--- src/rtl/scm_pkg.sv ---
// Shared types for the SCM burst reader: FSM state encoding and FIFO sizing.
package scm_pkg;

  typedef enum logic [1:0] {
    IDLE  = 2'd0,
    READ  = 2'd1,
    DRAIN = 2'd2
  } scm_reader_state_e;

  localparam int unsigned FifoEntries = 2;

endpackage

--- src/rtl/scm_reader_fifo.sv ---
// Two-entry output FIFO; entry 0 is always the head, so a stalled head never moves.
module scm_reader_fifo
  import scm_pkg::*;
#(
  parameter int unsigned Width = 16
) (
  input  logic             clk_int,
  input  logic             rst_ni,
  input  logic             push_i,
  input  logic             pop_i,
  input  logic [Width-1:0] data_i,
  output logic [1:0]       count_o,
  output logic [Width-1:0] head_o
);

  logic [Width-1:0] mem_q [FifoEntries];
  logic [Width-1:0] mem_d [FifoEntries];
  logic [1:0]       count_q, count_d;
  logic             push_ok_s, pop_ok_s, wr_idx_s;

  assign pop_ok_s  = pop_i && (count_q != 2'd0);
  assign push_ok_s = push_i && ((count_q != 2'd2) || pop_ok_s);
  // After a pop the slots shift down, so the free slot index drops by one.
  assign wr_idx_s  = pop_ok_s ? count_q[1] : count_q[0];

  // Next FIFO contents and occupancy.
  always_comb begin
    mem_d   = mem_q;
    count_d = count_q;
    if (pop_ok_s) begin
      mem_d[0] = mem_q[1];
    end else begin
      mem_d[0] = mem_q[0];
    end
    if (push_ok_s) begin
      mem_d[wr_idx_s] = data_i;
    end else begin
      mem_d[wr_idx_s] = mem_d[wr_idx_s];
    end
    case ({push_ok_s, pop_ok_s})
      2'b10:   count_d = count_q + 2'd1;
      2'b01:   count_d = count_q - 2'd1;
      default: count_d = count_q;
    endcase
  end

  // FIFO storage and occupancy registers.
  always_ff @(posedge clk_int or negedge rst_ni) begin
    if (!rst_ni) begin
      mem_q[0] <= {Width{1'b0}};
      mem_q[1] <= {Width{1'b0}};
      count_q  <= 2'd0;
    end else begin
      mem_q   <= mem_d;
      count_q <= count_d;
    end
  end

  assign count_o = count_q;
  assign head_o  = mem_q[0];

endmodule

--- src/rtl/scm_reader.sv ---
// Burst reader: walks SCM addresses from a base, wrapping at Depth, and streams
// the words out through a 2-entry FIFO with valid/ready flow control.
module scm_reader
  import scm_pkg::*;
#(
  parameter int unsigned C             = 32,
  parameter int unsigned K             = 16,
  parameter int unsigned DataTypeWidth = 16,
  parameter int unsigned AddrWidth     = $clog2(C*K),
  parameter int unsigned Depth         = C*K
) (
  input  logic                     clk_int,
  input  logic                     rst_ni,
  input  logic                     start_i,
  input  logic [AddrWidth-1:0]     base_addr_i,
  input  logic [AddrWidth:0]       len_i,
  output logic                     busy_o,
  output logic                     done_o,
  output logic [AddrWidth-1:0]     raddr_o,
  input  logic [DataTypeWidth-1:0] rdata_i,
  output logic [DataTypeWidth-1:0] out_data_o,
  output logic                     out_valid_o,
  input  logic                     out_ready_i
);

  localparam int unsigned RemW = AddrWidth + 1;

  scm_reader_state_e    state_q, state_d;
  logic [AddrWidth-1:0] raddr_q, raddr_d, raddr_inc_s;
  logic [RemW-1:0]      remaining_q, remaining_d;
  logic                 done_q, done_d;
  logic [1:0]           fifo_count_s;
  logic                 push_s, pop_s;

  assign pop_s  = (fifo_count_s != 2'd0) && out_ready_i;
  // A full FIFO can still accept a word in the same cycle its head leaves.
  assign push_s = (state_q == READ) && (remaining_q != {RemW{1'b0}}) &&
                  ((fifo_count_s != 2'd2) || pop_s);
  assign raddr_inc_s = (raddr_q == AddrWidth'(Depth - 1)) ? {AddrWidth{1'b0}}
                                                          : raddr_q + AddrWidth'(1);

  // Next-state, address and remaining-count logic.
  always_comb begin
    state_d     = state_q;
    raddr_d     = raddr_q;
    remaining_d = remaining_q;
    done_d      = 1'b0;
    case (state_q)
      IDLE: begin
        if (start_i) begin
          raddr_d     = base_addr_i;
          remaining_d = len_i;
          state_d     = (len_i == {RemW{1'b0}}) ? DRAIN : READ;
        end else begin
          state_d = IDLE;
        end
      end
      READ: begin
        if (push_s) begin
          raddr_d     = raddr_inc_s;
          remaining_d = remaining_q - RemW'(1);
          state_d     = (remaining_q == RemW'(1)) ? DRAIN : READ;
        end else begin
          state_d = READ;
        end
      end
      DRAIN: begin
        if (fifo_count_s == 2'd0) begin
          state_d = IDLE;
          done_d  = 1'b1;
        end else begin
          state_d = DRAIN;
        end
      end
      default: state_d = IDLE;
    endcase
  end

  // Control registers.
  always_ff @(posedge clk_int or negedge rst_ni) begin
    if (!rst_ni) begin
      state_q     <= IDLE;
      raddr_q     <= {AddrWidth{1'b0}};
      remaining_q <= {RemW{1'b0}};
      done_q      <= 1'b0;
    end else begin
      state_q     <= state_d;
      raddr_q     <= raddr_d;
      remaining_q <= remaining_d;
      done_q      <= done_d;
    end
  end

  scm_reader_fifo #(
    .Width(DataTypeWidth)
  ) u_fifo (
    .clk_int(clk_int),
    .rst_ni (rst_ni),
    .push_i (push_s),
    .pop_i  (pop_s),
    .data_i (rdata_i),
    .count_o(fifo_count_s),
    .head_o (out_data_o)
  );

  assign out_valid_o = (fifo_count_s != 2'd0);
  assign busy_o      = (state_q != IDLE);
  assign raddr_o     = raddr_q;
  assign done_o      = done_q;

endmodule
--- config.mk ---
export PLATFORM = sky130hd
export DESIGN_NAME = scm_reader
export DESIGN_NICKNAME = d
export VERILOG_FILES = /design/src/rtl/scm_pkg.sv /design/src/rtl/scm_reader_fifo.sv /design/src/rtl/scm_reader.sv
export SDC_FILE = /design/constraint.sdc
export NUM_CORES = 1
export LEC_CHECK = 0
export BUFFER_PORTS_ARGS = -buffer_cell sky130_fd_sc_hd__clkbuf_2
export CORE_MARGIN = 4
export CORE_UTILIZATION = 45
export DETAILED_ROUTE_END_ITERATION = 12
export PLACE_DENSITY = 0.67
export SETUP_SLACK_MARGIN = 0.5
export SYNTH_ARGS = -nofsm -noshare
export SYNTH_HDL_FRONTEND = slang
export SYNTH_SLANG_ARGS = --single-unit
export TNS_END_PERCENT = 1
--- constraint.sdc ---
create_clock -name clk_int -period 2.77 [get_ports clk_int]
set_input_delay 0.1385 -clock clk_int [delete_from_list [all_inputs] [get_ports clk_int]]
set_output_delay 0.1385 -clock clk_int [all_outputs]
set_load 0.01 [all_outputs]
## After elaboration in Yosys (flattened, before gate mapping)

Index checks and enable logic that the tools add are counted.

| cells by class | value |
|---|---|
| add/sub/neg operators | 4 |
| order comparisons | 2 |
| equal/unequal tests | 9 |
| multiplexer cells | 26 |
| bitwise operators | 1 |
| reductions and logical operators | 17 |

Operator list:

| kind | number |
|---|---|
| $mux 16 | 5 |
| $bwmux 32 | 2 |
| $mux 32 | 1 |
| $mux 9 | 3 |
| $mux 10 | 2 |
| $pmux 10 s2 | 1 |
| $pmux 9 s2 | 1 |
| $demux 16 s1 | 1 |
| $eq 10x1->1 const B | 1 |
| $logic_not 10->1 | 1 |
| $mux 2 | 5 |
| $reduce_bool 10->1 | 1 |
| $sub 10x1->10 const B | 1 |
| $add 9x1->9 const B | 1 |
| $eq 9x9->1 const B | 1 |
| $reduce_bool 2->1 | 4 |
| $logic_and 1x1->1 | 6 |
| $pmux 2 s3 | 1 |
| $eq 2x1->1 const B | 2 |
| $eq 2x2->1 const B | 2 |
| $logic_not 2->1 | 2 |
| $ne 2x2->1 const B | 2 |
| $pmux 2 s2 | 1 |
| $mux 1 | 3 |
| other kinds (8) | 9 |

| storage, ports and cells | value |
|---|---|
| register bits after elaboration | 56 |
| input bits | 39 |
| output and inout bits | 28 |

## Logic depth before layout (Yosys ltp)

Gate-level depths: netlist (run 1).

| logic depth | value |
|---|---|
| depth after elaboration | 11 |
| gate-level depth with buffers | 9 |
| gate-level depth less buffers | 8 |

## Modules after synthesis

From an unflattened synthesis (run 1), not the netlist that was laid out.

| unflattened totals | value |
|---|---|
| cell total of the unflattened synthesis | 325 |
| area, all modules | 3,209.3 sq um |

Modules (own cells, without submodules):

| module | instances | cells an instance | area each (sq um) | seq. area each (sq um) |
|---|---|---|---|---|
| scm_reader_fifo | 1 | 156 | 1,692.9 | 850.8 |
| scm_reader | 1 | 169 | 1,516.5 | 550.5 |

## Worst setup path after synthesis (run 1)

OpenSTA, ideal clock, no wires.

| timing | value |
|---|---|
| path type | reg2reg |
| start | register raddr_q[0] (netlist: raddr_o[0]) |
| end | register raddr_q[6] (netlist: raddr_o[6]) |
| arrival | 1.953 ns |
| required time | 2.692 ns |
| slack | 0.740 ns |
| stages on the path, launching flop included | 10 |
| path buffers | 1 |
| clock period less this slack | 2.030 ns |
| path through | dfrtp_1 ha_1 nand4_1 nor2_1 ha_1 or3b_2 clkbuf_1 nor4_1 a21oi_1 o2bb2ai_1 |

| on the way | value |
|---|---|
| word-level cells in the longest chain between the ends | 4 |

Ends and longest elaborated chain:

| item | line | RTL |
|---|---|---|
| from (decl) | scm_reader.sv:29 | `logic [AddrWidth-1:0] raddr_q, raddr_d, raddr_inc_s;` |
| from (signal assigned) | scm_reader.sv:83 | `raddr_q <= {AddrWidth{1'b0}};` |
| from (signal assigned) | scm_reader.sv:88 | `raddr_q <= raddr_d;` |
| $add 9x1->9 / $eq 9x9->1 (equally long branches) | scm_reader.sv:40, scm_reader.sv:39 |  |
| $mux 9 * | scm_reader.sv:39 | `assign raddr_inc_s = (raddr_q == AddrWidth'(Depth - 1)) ? {AddrWidth{1'b0}}` |
| $mux 9 * | scm_reader.sv:59 | `if (push_s) begin` |
| $pmux 9 s2 * | scm_reader.sv:48 | `case (state_q)` |

Every way passes the cells marked *; elsewhere a longest branch is shown, timed or not. The select of a mux whose other input is x is not followed.
A chain may end at the register's enable or synchronous reset.

==> flow_summary.ini, run 1 <==
[logic_synthesis]
ys_seq_area_share_pct = 42.6
synth_warnings = 0
async_flop_share_pct = 100
netlist_instances = 277
avgSynthCellArea_um2 = 11.9
synth_seq_cells = 56
syn_area_um2 = 3290
syn_nets = 322
synthFlopType = dfrtp_1
ys_types = 51
synth_edf_count = 0

[drt]
drtAntennaViolNets = 0
routed_wl_mm = 6.78
drt-pass1-iter-count = 4
vias = 2268
drt_first_iter_violations = 71
avgRoutedWirePerCell_um = 16.1
viasPerCell = 5.39
drcViolationCount = 0

[worst_setup_path]
crit_path_end_kind = flop
cp-startpoint = state_q[1]$_DFF_PN0_
crit_required_ns = 2.97
critPathArrivalTime_ns = 2.26
crit_type = reg -> reg
path_max_fanout = 16
start_kind = flop
r2r_start = state_q[1]$_DFF_PN0_

[sta]
fmax_mhz = 486
tns_ns = 0
rsz0062_at_grt = false
setup_viol = 0
worst_slack_ns = 0.711
period_minus_slack_ns = 2.06
drv_slew = 0
worstMarginPinSlew_ns = 0.719
timing.hold.ws_ns = 0.0667
skew_ns = 0.0107
finalCritPeriodShare_pct = 74.3
hold_violations = 0
max-slew-margin-rel_pct = 52.1

[clock_tree]
clkSinkCount = 56
cts_setup_buffers = 0
cts_tree = yes
worstSkewPairLatency_ns = 0.31
cts_root_buffer = clkbuf_8
cts_buffers = 5
clockBufferDepth = 2
h-tree-depth = 2
clkSlewWorstSetupHoldPaths_ns = 0.11

[floorplanning]
start_util_pct = 47.4
fp.dieH_um = 93.5
core_um2 = 6940
io_pins = 67
die_x_um = 93.5
die_area_um2 = 8750
num_rows = 30

[final_layout]
nets = 369
seqCellArea_um2 = 1400
drive_above_1_share_pct = 43.1
layout_common_cells = clkbuf_2, dfrtp_1, mux2_4
n_fill_cell = 631
final_common_cell = clkbuf_2
n_antenna_cell = 0
multi_input_area_um2 = 1630
syn_to_final_growth_pct = 10.8

[grt]
grt_pass1_wl_mm = 11.2
grt_usage_pct = 16.0
grt_remaining_overflow = 0
grt_start_max_net_pins = 57
grt_pass1_vias = 2216
antenna_found_initial = 0

[run_status]
status = finished clean

[placement]
dp_hpwl_mm = 4.75
place_ws_ns = 0.586
place.gp.congestion = 0.875
port_buffers = 66

[hold_path]
min_path_type = in -> reg
hold_start = rdata_i[3]

[power]
p_per_area_nw_per_um2 = 369
vdd_drop_max_v = 0.000217
leakagePower_nw = 1.89

[job]
maxCapViolations = 0
-- critical path, stage by stage, from the launching register on --
cell      delay (ns)
dfrtp_1         0.48
nand2b_1        0.46
nor2_4          0.31
nand3_4         0.30
mux2_4          0.39
-- registers in the layout, indices dropped and copies added, names as in the netlist --
name	count
u_fifo.head_o	16
raddr_o	9
u_fifo.mem_q	16
state_q	2
u_fifo.count_o	2
done_o	1
remaining_q	10
-- stage by stage --
stage	cells	total power [W]	utilization, %	cell area [um2]
finish	421	0.00135	52.6	3650
global route	421	0.00140	52.6	3650
CTS	421	0.00137	52.4	3640
detailed placement	412	0.000888	50.8	3530
global placement	412	0.000888	50.8	3530
floorplan	277	0.000836	-	3290
-- worst paths after layout --
kind / end / slack (ns) / depth (start not counted)
setup / recovery: u_fifo.head_o[11]$_DFF_PN0_ / 0.71 / 4
hold / removal: u_fifo.mem_q[3]$_DFFE_PN0N_ / 0.07 / 2
setup reg to reg: u_fifo.head_o[11]$_DFF_PN0_ / 0.71 / 4
hold reg to reg: u_fifo.mem_q[5]$_DFFE_PN0N_ / 0.52 / 1
max in group asynchronous: u_fifo.head_o[1]$_DFF_PN0_ / 1.81 / 3
min in group asynchronous: u_fifo.head_o[11]$_DFF_PN0_ / 0.50 / 3
-- final cells by class --
| type | count | share of cell area [%] |
|---|---|---|
| Multi-Input combinational cell | 183 | 44.7 |
| Timing Repair Buffer | 72 | 10.4 |
| Clock buffer | 5 | 1.89 |
| Inverter | 6 | 0.617 |
| Tap cell | 96 | 3.29 |
| Sequential cell | 56 | 38.4 |
| Clock inverter | 3 | 0.754 |
-- per-layer routing --
metal | track usage [%] | vias up | wire length (um)
met5 | 0 | - | 0
met3 | 3.70 | 4 | 418
met4 | 3.85 | 0 | 48
met1 | 21.5 | 1081 | 3080
met2 | 26.2 | 76 | 3230
li1 | - | 1107 | -
-- timing repair --
item	CTS	global route
hold buffers	1	0
setup endpoints to repair	0	6
resized for setup	0	3
hold endpoints to repair	56	0
-- power by group --
part | internal (W) | total [W] | switching (W)
Clock | 0.000186 | 0.000474 | 0.000288
Combinational | 0.0000232 | 0.0000541 | 0.0000308
Sequential | 0.000817 | 0.000817 | 0
Total | 0.00103 | 0.00135 | 0.000319
-- kinds of logic after synthesis --
group / share of synthesized area (%)
AOI/OAI and AO/OA: 11.1
xor gates and xnor gates: 0.798
adders and majority gates: 2.28
buffers and inverters: 8.32
DFF: 42.6
muxes: 21.0
and+or+nand+nor: 14.0
-- synthesized netlist by cell type, types with 6 or more instances --
library cell  number  area (um2)
buf_4             16         120
dfrtp_1           56        1400
o2bb2ai_1         14         123
nand3_1           13        65.1
nand2_1            6        22.5
ha_1               6        75.1
nor3b_1            6        45.0
mux2_2            19         214
mux2_4            29         435
inv_1              6        22.5
nor2_1             8        30.0
buf_2              6        30.0
a21oi_1           13        65.1
Power figures use the tool's default switching activity.
==> inputs of run 2 (changes only) <==
Clock period 2.77 ns to 2.1 ns, I/O delays scaled along.
==> run 2 against run 1 <==
Register-to-register slack got worse by 0.51 ns. Die area unchanged. Total power increased by 33%. Wire length increased by 7.4%. Clock skew increased by 0.0025 ns. Via count increased by 5.6%. Sequential share of layout area decreased by 1.5 points. Global-route usage increased by 1.1 points. Critical endpoint is now raddr_o[6]$_DFFE_PN0P_.
==> flow_summary.ini, run 2 (synthesis results as in run 1) <==
[worst_setup_path]
critPathArrivalTime_ns = 2.14
crit_slowest_cell = or3b_4
critical-path-top-delay-family = simple AND/OR/NAND/NOR gates
start_kind = flop
cpMostUsedCell = ha_2
path_max_fanout = 5
slowest_delay_ns = 0.42
crit_required_ns = 2.34
crit_type = reg -> reg
crit_path_end_kind = flop
critPathBufInv = 0
path_cells = ha_2 -> nand4_1 -> nor2_1 -> ha_2 -> or3b_4 -> nor4_4 -> a21oi_1 -> o2bb2ai_1

[floorplanning]
die_area_um2 = 8750
core_um2 = 6940
die_x_um = 93.5
num_rows = 30
start_util_pct = 47.4
io_pins = 67
fp.dieH_um = 93.5

[power]
switching_share_pct = 24.4
clock_power_share_pct = 35.6
power_frac_comb_pct = 4.2
pwr-share-seq_pct = 60.1
vdd_drop_max_v = 0.000214
p_total_w = 0.00179
p_switching_w = 0.000437
p_int_w = 0.00136
leakagePower_nw = 1.97
p_per_area_nw_per_um2 = 472

[grt]
grt_start_max_net_pins = 33
grt_remaining_overflow = 0
grt_usage_pct = 17.1
grt_pass1_wl_mm = 12.0
antenna_found_initial = 0
grt_pass1_vias = 2383

[drt]
routed_wl_mm = 7.28
drt-pass1-iter-count = 4
drtAntennaViolNets = 0
vias = 2396
drcViolationCount = 0
avgRoutedWirePerCell_um = 16.7
drt_first_iter_violations = 108
viasPerCell = 5.50

[final_layout]
final_cell_area_um2 = 3800
drive_above_1_share_pct = 46.5
final_core_util_pct = 54.7
n_antenna_cell = 0
layout_common_cells = clkbuf_2, dfrtp_1, mux2_4
n_fill_cell = 591
nets = 384
final_common_cell = clkbuf_2
syn_to_final_growth_pct = 15.3

[clock_tree]
cts_tree = yes
clkSinkCount = 56
worstSkewPairLatency_ns = 0.32
clockBufferDepth = 2
cts_root_buffer = clkbuf_8
cts_buffers = 5
clkSlewWorstSetupHoldPaths_ns = 0.12
h-tree-depth = 2

[placement]
place_ws_ns = -0.0324
dp_hpwl_mm = 5.11
port_buffers = 66
dpl_cell_area_um2 = 3560
place.gp.congestion = 0.852

[run_status]
status = finished clean

[job]
maxCapViolations = 0

[sta]
setup_viol = 0
drv_slew = 0
skew_ns = 0.0132
worst_slack_ns = 0.197
tns_ns = 0
rsz0062_at_grt = true
max-slew-margin-rel_pct = 60.8
fmax_mhz = 526
period_minus_slack_ns = 1.90
hold_violations = 0
worstMarginPinSlew_ns = 0.588
finalCritPeriodShare_pct = 90.6

[hold_path]
min_path_type = in -> reg
[run 2: cell count changes in the layout (fill, tap and decap cells not counted), sizes merged]
cell,previous run,this run
dlygate4sd3,1,2
buf,5,19
inv,7,8
clkinv,1,0
[run 2: what timing repair did]
item | in CTS | in global routing
cloned | 0 | 0
setup buffers | 11 | 0
gates resized for setup | 2 | 4
pin swaps | 6 | 1
endpoints found under the hold margin | 20 | 1
endpoints found under the setup margin | 55 | 55
hold buffers | 1 | 1
[run 2: per-stage QoR]
stage	hold slack [ns]	instances
6_report	0.0118	436
5_1_grt	0.00664	436
4_1_cts	0.00733	435
3_5_place_dp	0.136	415
3_3_place_gp	0.140	415
2_1_floorplan	-0.191	277
[run 2: metal layers]
layer	up-vias	part of all wire [%]	track usage, %
li1	1143	-	-
met1	1194	45	23.6
met2	52	49	27.9
met3	7	4.2	2.90
met4	0	1.1	4.69
met5	-	0	0
[run 2: final cells by class]
cell class	count	area, um2	share of cell area, %
repair buffers	87	505	13.3
clock inverters	3	25.0	0.659
flip-flops and latches	56	1400	36.9
inverters	6	22.5	0.593
well taps	96	120	3.16
clock buffers	5	68.8	1.81
multi-input cells	183	1660	43.6
[run 2: power by group through the flow]
stage	sequential, W	combinational, W	clock, W
2_1_floorplan	0.00110	0.00000388	0
3_5_place_dp	0.00110	0.0000752	0
6_report	0.00108	0.0000759	0.000639
4_1_cts	0.00108	0.0000770	0.000656
5_1_grt	0.00108	0.0000863	0.000701
3_3_place_gp	0.00110	0.0000743	0
[run 2: worst register-to-register path: stages, from the launching register on]
cell and delay, ns:
dfrtp_1 0.40, ha_2 0.20, nand4_1 0.12, nor2_1 0.06, ha_2 0.18, or3b_4 0.42
nor4_4 0.22, a21oi_1 0.06, o2bb2ai_1 0.16
[run 2: worst paths after layout]
check / from / endpoint / slack (ns) / cells past startpoint
min in group asynchronous: rst_ni / u_fifo.head_o[13]$_DFF_PN0_ / 0.30 / 2
hold reg to reg: u_fifo.count_o[1]$_DFFE_PN0P_ / u_fifo.count_o[1]$_DFFE_PN0P_ / 0.51 / 1
hold / removal: rdata_i[4] / u_fifo.mem_q[4]$_DFFE_PN0N_ / 0.01 / 2
max in group asynchronous: rst_ni / u_fifo.mem_q[11]$_DFFE_PN0N_ / 1.12 / 3
setup reg to reg: raddr_o[0]$_DFFE_PN0P_ / raddr_o[6]$_DFFE_PN0P_ / 0.20 / 8
setup / recovery: raddr_o[0]$_DFFE_PN0P_ / raddr_o[6]$_DFFE_PN0P_ / 0.20 / 8
